### config.mk
export PLATFORM = sky130hd
export DESIGN_NAME = gru_seq_ctrl
export DESIGN_NICKNAME = d
export VERILOG_FILES = /design/src/rtl/gru_seq_ctrl.sv
export SDC_FILE = /design/constraint.sdc
export NUM_CORES = 1
export LEC_CHECK = 0
export CAP_MARGIN = 0
export CORE_MARGIN = 1.5
export CORE_UTILIZATION = 29
export DETAILED_ROUTE_END_ITERATION = 8
export GPL_ROUTABILITY_DRIVEN = 1
export MAX_ROUTING_LAYER = met4
export SYNTH_ARGS = -nofsm -noshare
export SYNTH_HDL_FRONTEND = slang
export SYNTH_SLANG_ARGS = --single-unit
### constraint.sdc
create_clock -name clk -period 4.2 [get_ports clk]
set_input_delay 0.84 -clock clk [delete_from_list [all_inputs] [get_ports clk]]
set_output_delay 0.84 -clock clk [all_outputs]
set_load 0.02 [all_outputs]
### src/rtl/gru_seq_ctrl.sv
// gru_seq_ctrl: sequencing controller for a combinational GRU cell.
// Accepts one sample X_t, presents X_t and h_{t-1} to the external cell,
// waits SETTLE_CYCLES edges, then captures h_t and offers it downstream.
// h_{t-1} is carried between samples of a sequence and cleared after the
// final sample, on clr, or on reset.
//
// Handshakes: a transfer happens on a rising edge where valid and ready are
// both high. The producer holds data stable while valid is high and ready is
// low. in_ready depends only on the FSM state, never on in_valid. out_valid
// does not depend on out_ready.
module gru_seq_ctrl #(
  parameter int DATA_WIDTH    = 8,
  parameter int FRACT_WIDTH   = 5,
  parameter int SETTLE_CYCLES = 2,
  parameter int CNT_W         = 8
) (
  input  logic                  clk,
  input  logic                  rst_n,
  input  logic                  clr,
  input  logic                  in_valid,
  output logic                  in_ready,
  input  logic [DATA_WIDTH-1:0] in_data,
  input  logic                  in_last,
  output logic [DATA_WIDTH-1:0] cell_x,
  output logic [DATA_WIDTH-1:0] cell_h_in,
  input  logic [DATA_WIDTH-1:0] cell_h_out,
  output logic                  out_valid,
  input  logic                  out_ready,
  output logic [DATA_WIDTH-1:0] out_h,
  output logic                  out_last,
  output logic [CNT_W-1:0]      step_cnt,
  output logic                  busy,
  output logic [1:0]            dbg_state
);

  // Fixed-point format is carried by the data only; no arithmetic here.
  localparam int unused_fract = FRACT_WIDTH;

  localparam logic [3:0]       SETTLE_INIT = 4'(SETTLE_CYCLES - 1);
  localparam logic [CNT_W-1:0] CNT_MAX     = {CNT_W{1'b1}};

  typedef enum logic [1:0] {
    IDLE   = 2'd0,
    SETTLE = 2'd1,
    EMIT   = 2'd2
  } state_t;

  state_t                state;
  logic [DATA_WIDTH-1:0] x_reg;
  logic [DATA_WIDTH-1:0] h_reg;
  logic                  last_reg;
  logic [3:0]            settle_cnt;

  // Cell operands come straight from registers so the cell sees clean inputs.
  assign cell_x    = x_reg;
  assign cell_h_in = h_reg;

  // Status derived from the state register only.
  assign in_ready  = (state == IDLE);
  assign busy      = (state != IDLE);
  assign dbg_state = state;

  // Main controller: accept, settle countdown, capture, emit, flush.
  always_ff @(posedge clk or negedge rst_n) begin
    if (!rst_n) begin
      state      <= IDLE;
      x_reg      <= '0;
      h_reg      <= '0;
      last_reg   <= 1'b0;
      settle_cnt <= '0;
      step_cnt   <= '0;
      out_h      <= '0;
      out_last   <= 1'b0;
      out_valid  <= 1'b0;
    end else if (clr) begin
      // Flush wins over any handshake on the same edge.
      state     <= IDLE;
      x_reg     <= '0;
      h_reg     <= '0;
      step_cnt  <= '0;
      out_valid <= 1'b0;
    end else begin
      case (state)
        IDLE: begin
          if (in_valid) begin
            x_reg      <= in_data;
            last_reg   <= in_last;
            settle_cnt <= SETTLE_INIT;
            state      <= SETTLE;
          end
        end
        SETTLE: begin
          if (settle_cnt != 4'd0) begin
            settle_cnt <= settle_cnt - 4'd1;
          end else begin
            h_reg     <= cell_h_out;
            out_h     <= cell_h_out;
            out_last  <= last_reg;
            out_valid <= 1'b1;
            state     <= EMIT;
          end
        end
        EMIT: begin
          if (out_ready) begin
            out_valid <= 1'b0;
            state     <= IDLE;
            if (out_last) begin
              // End of sequence: next sequence starts from a zero state.
              step_cnt <= '0;
              h_reg    <= '0;
            end else if (step_cnt != CNT_MAX) begin
              step_cnt <= step_cnt + 1'b1;
            end
          end
        end
        default: state <= IDLE;
      endcase
    end
  end

endmodule

Word level (Yosys, flattened, before mapping)
Cells that the tools add are included.
- register bits after elaboration: 41
- output and inout port bits: 38
- logic and storage cells: 65
- multiplexer cells: 25
- equality and inequality tests: 9
- add/subtract/negate cells: 2
- reduce and logical (&&, ||, !) cells: 18
- bitwise gates (word level): 2
- operator list (kind ; number):
    two-way mux 8 bit ; 12
    one-hot mux 8 bit (2 select lines) ; 1
    AND reduction 3 bit ; 5
    != test 3 bit, second input constant ; 4
    nonzero test 2 bit ; 6
    adder 8 x 1 -> 8 bit, second input constant ; 1
    two-way mux 2 bit ; 4
    two-way mux 4 bit ; 2
    != test 8 bit, second input constant ; 1
    one-hot mux 4 bit (2 select lines) ; 1
    AND reduction 4 bit ; 2
    one-hot mux 2 bit (3 select lines) ; 1
    nonzero test 3 bit ; 2
    != test 2 bit, second input constant ; 2
    nonzero test 4 bit ; 1
    subtractor 4 x 1 -> 4 bit, second input constant ; 1
    two-way mux 1 bit ; 3
    equality test 2 x 1 -> 1 bit, second input constant ; 1
    equality test 2 bit, second input constant ; 1
    logical NOT 2 bit ; 1
    inverter 1 bit ; 2
    one-hot mux 1 bit (2 select lines) ; 1
    AND reduction 2 bit ; 1

Depth between registers and ports, before layout
Gate-level depths: netlist (run 1).
- word-level depth: 6
- depth in mapped cells: 7
- gate-level depth less buffers: 6

Worst setup path after synthesis (run 1)
Ideal clock, no wire load.
- kind: register to output
- start: register state[0], in the netlist dbg_state[0]
- end: output port busy
- path buffers: 0
- slack: 2.264 ns
- data required time: 3.360 ns
- stages on the path, launching flop included: 3
- arrival time: 1.096 ns
- path through: dfrtp_1 -> nor2_1 -> inv_1
- longest elaborated chain between the ends: 1
- ends and longest elaborated chain (what ; line ; source):
    start, declared ; 48 ; state_t state;
    start signal, assigned ; 66 ; state <= IDLE;
    start signal, assigned ; 77 ; state <= IDLE;
    start signal, assigned ; 89 ; state <= SETTLE;
    nonzero test 2 bit ; 60 ; assign busy = (state != IDLE);
    end, declared ; 32 ; output logic busy,
Every way passes these cells.

Worst setup path in the final report (run 1)
- start: register state[0], in the netlist dbg_state[0]
- end: output port in_ready
- longest elaborated chain between the ends: 1
- ends and longest elaborated chain (what ; line ; source):
    logical NOT 2 bit ; 59 ; assign in_ready = (state == IDLE);
    end, declared ; 21 ; output logic in_ready,
Every way passes these cells.

==> run_results.csv, run 1 <==
group,metric,value,unit
critical_path,path_class,"flop to output pin",
floorplan,fp.dieW,82.2,um
clock_network,tritoncts,"built",
final_layout,layout_common_cells,"clkdlybuf4s50_1 (58), dfrtp_1 (41), a22o_1 (17), mux2_2 (10), nand2_1 (8)",
sta,slew_violations,0,
critical_path,required,3.36,ns
worst_hold_path,min_path_type,"flop to flop",
synth,synth_flop_cell,"dfrtp_1",
sta,fmax,399,MHz
sta,setup-tns-final,0,ns
drt,drtIter0Drc,83,
sta,finalCritPeriodShare,59.7,%
critical_path,cp_slowest_cell,"clkdlybuf4s50_1",
sta,finalSetupViolations,0,
synth,synth-edff-count,0,
power,vdd_ir_drop_max,315,uV
synth,ys.warnings.count,0,
clock_network,cts-root-buf,"clkbuf_8",
clock_network,post-cts-setup-buffer-count,0,
floorplan,io_pins,60,
sta,fin_skew,0.00956,ns
final_layout,multiInputGateArea,732,sq um
drt,drtAntennaViolNets,0,
power,leakagePower,0.00110,uW
critical_path,critPathLaunchType,"flop",
sta,slew_headroom,40.4,%
sta,tightest_slew,0.894,ns
global_route,grt_first_pass_wirelength,6.58,mm
global_route,antenna_found_initial,0,
flow_run,maxCapViolCount,0,
synth,async_flop_share,100,%
critical_path,crit_cells,2,
clock_network,cts-buffers-inserted,5,
final_layout,num-nets-final,232,
clock_network,cts_resized,0,
drt,wl,4.08,mm
critical_path,reg2reg_depth,6,
critical_path,critical_path.top_delay_family,"buffers and inverters",
power,p_per_area,527,nW/um^2
sta,min_period,2.51,ns
final_layout,mostFrequentLayoutCell,"clkdlybuf4s50_1",
outcome,status,"finished, final reports clean",
final_layout,antenna_cells,0,
sta,hold_viol_final,0,
floorplan,coreArea,5990,sq um
placement,gp_congestion,0.796,
global_route,grt_pass1_vias,1388,
clock_network,htreeDepth,2,
floorplan,die_y,82.2,um
critical_path,max_stage_delay,0.65,ns
critical_path,critPathMaxFanout,9,
synth,synth_nets,171,
final_layout,nFillCells,570,
synth,syn-cell-area,1820,sq um
placement,place_hpwl,2.85,mm
placement,io_buffers,59,
placement,placed_cells,275,
worst_hold_path,hold_depth,1,
clock_network,clkSlewWorstSetupHoldPaths,0.08,ns
final_layout,stdcell_count,283,
final_layout,syn2layout_area_growth,41.1,%
global_route,overflow,0,
clock_network,cts_sinks,41,
final_layout,drive_above_1_share,13.5,%
critical_path,worstPathArrival,1.67,ns
critical_path,end_kind,"output pin",
critical_path,r2r_setup_slack,2.21,ns
synth,yosysSeqAreaShare,56.5,%
drt,vias_per_cell,4.84,
clock_network,clk_latency,0.29,ns
critical_path,worstPathCellList,"nor2_1 -> clkdlybuf4s50_1",
final_layout,seqCellArea,1030,sq um
synth,yosysUniqueCellTypes,36,
drt,drc,0,
floorplan,dieArea,6750,sq um
global_route,grtUsageTotal,13.3,%
global_route,grt_max_degree,42,
sta,rsz0062_at_grt,"no",
floorplan,initial_core_util,30.3,%
clock_network,holdBufCountCts,0,
drt,drt-pass1-iter-count,4,
drt,vias,1369,
critical_path,critPathBufInv,1,
synth,synth_seq_cells,41,
synth,syn_inst,146,
drt,wl_per_cell,14.4,um
clock_network,clockBufferDepth,2,
synth,avgSynthCellArea,12.4,sq um
floorplan,num_rows,28,
worst reg2reg max path: cells and delay by family (launching register included):
family	cells	cell delay (ns)
flip-flops	1	0.38
multiplexers	1	0.39
AND/OR/NAND/NOR	3	0.82
buffers and inverters	1	0.12
adder cells (fa/ha/maj)	1	0.18
cell type report:
| class | instances | share of cell area, % |
|---|---|---|
| Clock buffer | 6 | 3.22 |
| Clock inverter | 2 | 0.537 |
| Inverter | 6 | 0.878 |
| Multi-Input combinational cell | 93 | 28.6 |
| Sequential cell | 41 | 40.0 |
| Tap cell | 75 | 3.66 |
| Timing Repair Buffer | 60 | 23.1 |
cell usage after synthesis (2+ instances only):
library cell   n  share of area, %
or3_1          2              0.69
nand2_1        8               1.7
ha_1           3               2.1
a21oi_1        3              0.83
a21boi_1       2              0.83
nor4b_2        2               1.7
and2_1         3               1.0
nand3_1        3              0.83
o31ai_1        3               1.2
or4_1          2              0.83
nor2_1         7               1.4
mux2_2        10               6.2
buf_6          2               1.2
mux2i_1        3               1.7
or3b_2         2              0.96
xor2_1         2              0.96
o21ai_0        4               1.1
nor3_1         3              0.83
buf_2          4               1.1
dfrtp_1       41                56
a22o_1        17               8.2
inv_1          6               1.2
cell families after synthesis:
family / Yosys count / share of synthesized area (%)
mux: 14 / 8.68
flops: 41 / 56.5
fa+ha+maj: 3 / 2.07
buf+inv: 12 / 3.58
compound gates: 32 / 13.7
xor+xnor: 2 / 0.964
simple gates: 42 / 14.5
stage by stage:
| stage | instance area (sq um) | util [%] | worst slack (ns) | total power [uW] | hold slack [ns] |
|---|---|---|---|---|---|
| final | 2560 | 42.8 | 1.69 | 1350 | 0.505 |
| after global routing | 2560 | 42.8 | 1.61 | 1440 | 0.524 |
| after CTS | 2560 | 42.8 | 1.65 | 1370 | 0.511 |
| after detailed placement | 2470 | 41.2 | 1.42 | 1090 | 0.482 |
| after global placement | 2470 | 41.2 | 1.48 | 1090 | 0.482 |
| after floorplan | 1820 | - | 2.26 | 849 | 0.475 |
power by group:
part | switching (uW) | total (uW) | internal [uW]
clock | 137 | 270 | 133
combinational | 246 | 511 | 265
sequential | 79.1 | 570 | 491
layer usage:
layer,GRT usage [%],routed length [um],vias to the layer above
met1,17.8,1920,652
met5,-,0,-
met3,3.96,345,6
met4,5.08,55,0
li1,-,-,659
met2,19.1,1760,52
worst paths after layout:
kind                                to          start
hold / removal               cell_x[2]      cell_x[2]
max in group asynchronous    cell_x[0]          rst_n
setup reg to reg              out_h[0]  settle_cnt[0]
min in group asynchronous  step_cnt[4]          rst_n
hold reg to reg              cell_x[2]      cell_x[2]
setup / recovery              in_ready   dbg_state[0]
No activity file was read; power rests on OpenSTA's default activity.
==> run 2: changes to the inputs <==
==> constraint.sdc (replaced) <==
create_clock -name clk -period 2.3 [get_ports clk]
set_input_delay 0.46 -clock clk [delete_from_list [all_inputs] [get_ports clk]]
set_output_delay 0.46 -clock clk [all_outputs]
set_load 0.02 [all_outputs]
==> run 2 against run 1 <==
Sequential cell count is the same. Non-clock buffer count is 6 higher. Worst setup slack got worse by 1.5 ns. Sequential power is 82% higher. Via count grew 1.2%. Cell area is 2.5% higher. First-iteration DRC count decreased by 20%. Routed wire length down 3.3%. Critical path depth is the same. Critical endpoint unchanged.
==> run_results.csv, run 2 (synthesis results as in run 1) <==
group,metric,value,unit
drt,drtAntennaViolNets,0,
final_layout,stdcell_count,289,
critical_path,worstPathCellList,"nor2_1 -> clkdlybuf4s50_1",
sta,rsz0062_at_grt,"no",
global_route,grtUsageTotal,12.8,%
global_route,grt.met2_usage,17.5,%
clock_network,cts_sinks,41,
power,vdd_ir_drop_max,609,uV
final_layout,utilization,43.9,%
drt,drc,0,
final_layout,mostFrequentLayoutCell,"clkdlybuf4s50_1",
critical_path,worstPathArrival,1.66,ns
clock_network,clk_latency,0.29,ns
clock_network,clkSlewWorstSetupHoldPaths,0.08,ns
critical_path,reg2reg_depth,6,
placement,io_buffers,59,
clock_network,cts-buffers-inserted,5,
critical_path,critPathMaxFanout,8,
final_layout,drive_above_1_share,15.4,%
global_route,grt_first_pass_wirelength,6.32,mm
worst_hold_path,min_path_type,"input port to asynchronous set/reset pin",
clock_network,cts-root-buf,"clkbuf_8",
global_route,grt_pass1_vias,1311,
sta,finalSetupViolations,0,
final_layout,layout_common_cells,"clkdlybuf4s50_1 (58), dfrtp_1 (41), a22o_1 (17), mux2_2 (10), nand2_1 (8)",
critical_path,r2r_end,"out_last",
floorplan,initial_core_util,30.3,%
placement,gp_congestion,0.741,
clock_network,cts_resized,0,
global_route,grtUsageMet1,17.9,%
critical_path,end_kind,"output pin",
critical_path,required,1.84,ns
clock_network,htreeDepth,2,
drt,wl_per_cell,13.6,um
clock_network,clockBufferDepth,2,
clock_network,post-cts-setup-buffer-count,0,
sta,tightest_slew,0.664,ns
critical_path,critPathLaunchType,"flop",
global_route,met3_usage,4.62,%
sta,setup-tns-final,0,ns
floorplan,coreArea,5990,sq um
critical_path,r2r_setup_slack,0.39,ns
drt,vias,1385,
final_layout,num-nets-final,238,
global_route,grt-busiest-layer,"met1",
placement,place_hpwl,2.95,mm
critical_path,path_class,"flop to output pin",
floorplan,num_rows,28,
drt,wl,3.94,mm
sta,slew_headroom,55.7,%
final_layout,syn2layout_area_growth,44.7,%
floorplan,fp.dieW,82.2,um
placement,placed_cells,281,
drt,drtIter0Drc,66,
critical_path,max_stage_delay,0.65,ns
drt,drt-pass1-iter-count,4,
flow_run,maxCapViolCount,0,
global_route,overflow,0,
sta,hold_viol_final,0,
outcome,status,"finished, final reports clean",
clock_network,tritoncts,"built",
power,p_per_area,977,nW/um^2
clock_network,holdBufCountCts,0,
final_layout,antenna_cells,0,
critical_path,worstReg2RegStart,"settle_cnt[0]",
floorplan,dieArea,6750,sq um
floorplan,die_y,82.2,um
global_route,antenna_found_initial,0,
sta,slew_violations,0,
power,leakagePower,0.00113,uW
floorplan,io_pins,60,
drt,vias_per_cell,4.79,
sta,fmax,472,MHz
sta,fin_skew,0.00471,ns
sta,finalCritPeriodShare,92.2,%
global_route,grt_max_degree,26,
sta,min_period,2.12,ns
critical_path,cp_slowest_cell,"clkdlybuf4s50_1",
-- run 2: worst max-delay path: cells and delay by family, from the launching register on --
family,cells,cell delay (ns)
flops,1,0.49
simple gates,1,0.24
buf+inv,1,0.65
-- run 2: stage by stage --
step           setup slack, ns  cell area, sq um  total power [uW]  hold slack, ns
2_1_floorplan            0.454              1820              1550           0.164
3_3_place_gp             0.200              2510              2000           0.483
3_5_place_dp             0.135              2510              2000           0.484
4_1_cts                  0.135              2630              2610           0.170
5_1_grt                 0.0949              2630              2740           0.191
6_report                 0.180              2630              2570           0.158
-- run 2: layout make-up --
type,count,area (sq um)
fillers,578,3360
flip-flops and latches,41,1030
multi-input cells,93,732
repair buffers,66,638
well taps,75,93.8
clock buffers,7,86.3
clock inverters,1,30.0
inverters,6,22.5
-- run 2: per-layer routing --
metal  routed length, um  part of all wire [%]  up-vias
li1                    -                     -      670
met1                1940                    49      660
met2                1680                    43       53
met3                 301                   7.6        2
met4                  27                  0.68        0
met5                   0                     0        -
-- run 2: worst max path at each step --
stage / startpoint / endpoint / depth (start not counted)
2_1_floorplan: step_cnt[0] / step_cnt[4] / 6
3_3_place_gp: out_ready / step_cnt[3] / 5
3_5_place_dp: out_ready / step_cnt[4] / 5
4_1_cts: dbg_state[0] / in_ready / 2
5_1_grt: dbg_state[0] / in_ready / 2
6_report: dbg_state[1] / in_ready / 2
-- run 2: power by group --
| group | switching (uW) | total [uW] | internal [uW] |
|---|---|---|---|
| registers | 142 | 1040 | 897 |
| logic | 444 | 941 | 497 |
| clock network | 236 | 590 | 354 |
==> run 3: changes to the inputs <==
--- a/config.mk
+++ b/config.mk
@@ -10,6 +10,7 @@
 export CORE_UTILIZATION = 29
 export DETAILED_ROUTE_END_ITERATION = 8
 export GPL_ROUTABILITY_DRIVEN = 1
+export GPL_TIMING_DRIVEN = 0
 export MAX_ROUTING_LAYER = met4
 export SYNTH_ARGS = -nofsm -noshare
 export SYNTH_HDL_FRONTEND = slang
==> constraint.sdc (replaced) <==
create_clock -name clk -period 2.05 [get_ports clk]
set_input_delay 0.41 -clock clk [delete_from_list [all_inputs] [get_ports clk]]
set_output_delay 0.41 -clock clk [all_outputs]
set_load 0.02 [all_outputs]
==> run 3 against run 2 <==
Highest routed layer unchanged. Global-route usage up 1.0 points. Routed wire length is 7.0% higher. Sequential power grew 13%. Cell area increased by 2.4%. Largest power group unchanged. Worst setup slack worse by 0.058 ns. Critical path depth grew 1. Utilization increased by 1.1 points. First-iteration DRC count shrank 7.6%. Cell count grew 2.1%.
==> run_results.csv, run 3 (synthesis results as in run 1) <==
group,metric,value,unit
outcome,status,"finished, final reports clean",
sta,slew_headroom,57.2,%
drt,top_layer,"met4",
clock_network,clk_latency,0.28,ns
sta,finalCritPeriodShare,94.0,%
global_route,antenna_found_initial,0,
drt,drtIter0Drc,61,
sta,tightest_slew,0.642,ns
final_layout,utilization,44.9,%
sta,fmax,519,MHz
sta,finalSetupViolations,0,
critical_path,r2r_end,"out_h[6]",
final_layout,antenna_cells,0,
final_layout,syn2layout_area_growth,48.2,%
worst_hold_path,min_path_type,"flop to flop",
final_layout,final_area,2690,sq um
clock_network,clkSlewWorstSetupHoldPaths,0.08,ns
floorplan,dieArea,6750,sq um
flow_run,maxCapViolCount,0,
critical_path,critPathLaunchType,"flop",
critical_path,reg2reg_depth,7,
final_layout,nFillCells,573,
final_layout,drive_above_1_share,18.2,%
sta,setup-tns-final,0,ns
critical_path,worstReg2RegStart,"settle_cnt[0]",
floorplan,die_y,82.2,um
final_layout,num-nets-final,244,
drt,vias,1404,
power,leakagePower,0.00117,uW
critical_path,required,1.64,ns
sta,layout_setup_ws,0.122,ns
power,vdd_ir_drop_max,501,uV
critical_path,r2r_setup_slack,0.18,ns
placement,place_area,2520,sq um
critical_path,worstPathCellList,"nor2_2 -> inv_1 -> clkdlybuf4s50_1",
sta,min_period,1.93,ns
drt,wl_per_cell,14.3,um
floorplan,fp.dieW,82.2,um
global_route,grt_first_pass_wirelength,6.82,mm
placement,pre_cts_slack,-0.152,ns
global_route,grt_max_degree,33,
critical_path,critPathBufInv,2,
sta,rsz0062_at_grt,"no",
global_route,grtUsageTotal,13.8,%
sta,hold_viol_final,0,
sta,slew_violations,0,
clock_network,cts_sinks,41,
drt,drt-pass1-iter-count,4,
floorplan,coreArea,5990,sq um
global_route,grt_pass1_vias,1412,
worst_hold_path,holdPathEnd,"cell_x[1]",
drt,vias_per_cell,4.76,
drt,routed-wl-met2,1.96,mm
drt,drc,0,
drt,wl_met1,1.96,mm
clock_network,cts-root-buf,"clkbuf_8",
floorplan,initial_core_util,30.3,%
sta,whs,0.506,ns
clock_network,clockBufferDepth,2,
placement,place_hpwl,3.06,mm
final_layout,mostFrequentLayoutCell,"clkdlybuf4s50_1",
drt,wl_met3,282,um
drt,wl,4.22,mm
floorplan,num_rows,28,
critical_path,worstPathArrival,1.52,ns
final_layout,layout_common_cells,"clkdlybuf4s50_1 (57), dfrtp_1 (39), a22o_1 (17), mux2_2 (10), nand2_1 (8)",
clock_network,cts-buffers-inserted,5,
placement,io_buffers,59,
critical_path,critPathMaxFanout,9,
clock_network,tritoncts,"built",
clock_network,htreeDepth,2,
worst_hold_path,hold_depth,1,
placement,gp_congestion,0.757,
global_route,overflow,0,
worst_hold_path,min_from,"cell_x[1]",
sta,fin_skew,0.00315,ns
critical_path,cp-startpoint,"dbg_state[0]",
critical_path,critical_path.top_delay_family,"buffers and inverters",
floorplan,io_pins,60,
critical_path,end_kind,"output pin",
critical_path,max_stage_delay,0.53,ns
critical_path,cp_slowest_cell,"clkdlybuf4s50_1",
critical_path,path_class,"flop to output pin",
drt,drtAntennaViolNets,0,
power,p_per_area,1090,nW/um^2
-- run 3: changes by cell type in the layout (fill, tap and decap cells not counted), moves of 2 or more --
cell     before  now
buf_2         1    5
buf_4         7    5
buf_6         0    2
dfrtp_1      41   39
dfrtp_2       0    2
nor4b_2       3    1
-- run 3: what timing repair did --
| item | CTS | global route |
|---|---|---|
| hold endpoints to repair | 9 | 0 |
| pin swaps | 0 | 1 |
| setup buffers | 0 | 5 |
| gates resized for setup | 1 | 4 |
| setup endpoints to repair | 1 | 3 |
| hold buffers | 1 | 0 |
-- run 3: per-layer routing --
metal	up-vias	GRT usage, %
li1	681	-
met1	664	18.4
met2	55	20.7
met3	4	4.18
met4	0	3.05
met5	-	-
-- run 3: how the worst max path moves through the flow --
stage	endpoint	cells past startpoint	slack [ns]
after detailed placement	cell_x[2]	5	-0.15
after CTS	busy	3	0.01
final	busy	3	0.12
after floorplan	step_cnt[4]	6	0.20
after global placement	out_h[3]	1	-0.56
after global routing	busy	3	0.03
-- run 3: stage by stage --
step,std cells,power [uW]
global route,295,3120
global placement,280,2240
finish,295,2930
floorplan,146,1740
CTS,290,2930
detailed placement,281,2250
-- run 3: area by class of cell --
cell class	count	area, sq um	area share (%)
Clock buffer	7	86.3	3.21
Multi-Input combinational cell	93	737	27.4
Timing Repair Buffer	66	652	24.2
Sequential cell	41	1030	38.2
Clock inverter	1	30.0	1.12
Buffer	6	42.5	1.58
Inverter	6	22.5	0.836
Tap cell	75	93.8	3.49
-- run 3: report_power, final --
part	internal [uW]	switching [uW]	leakage [uW]	total, uW
logic	581	511	0.000568	1090
clock network	397	265	0.0000585	662
registers	1010	173	0.000540	1180
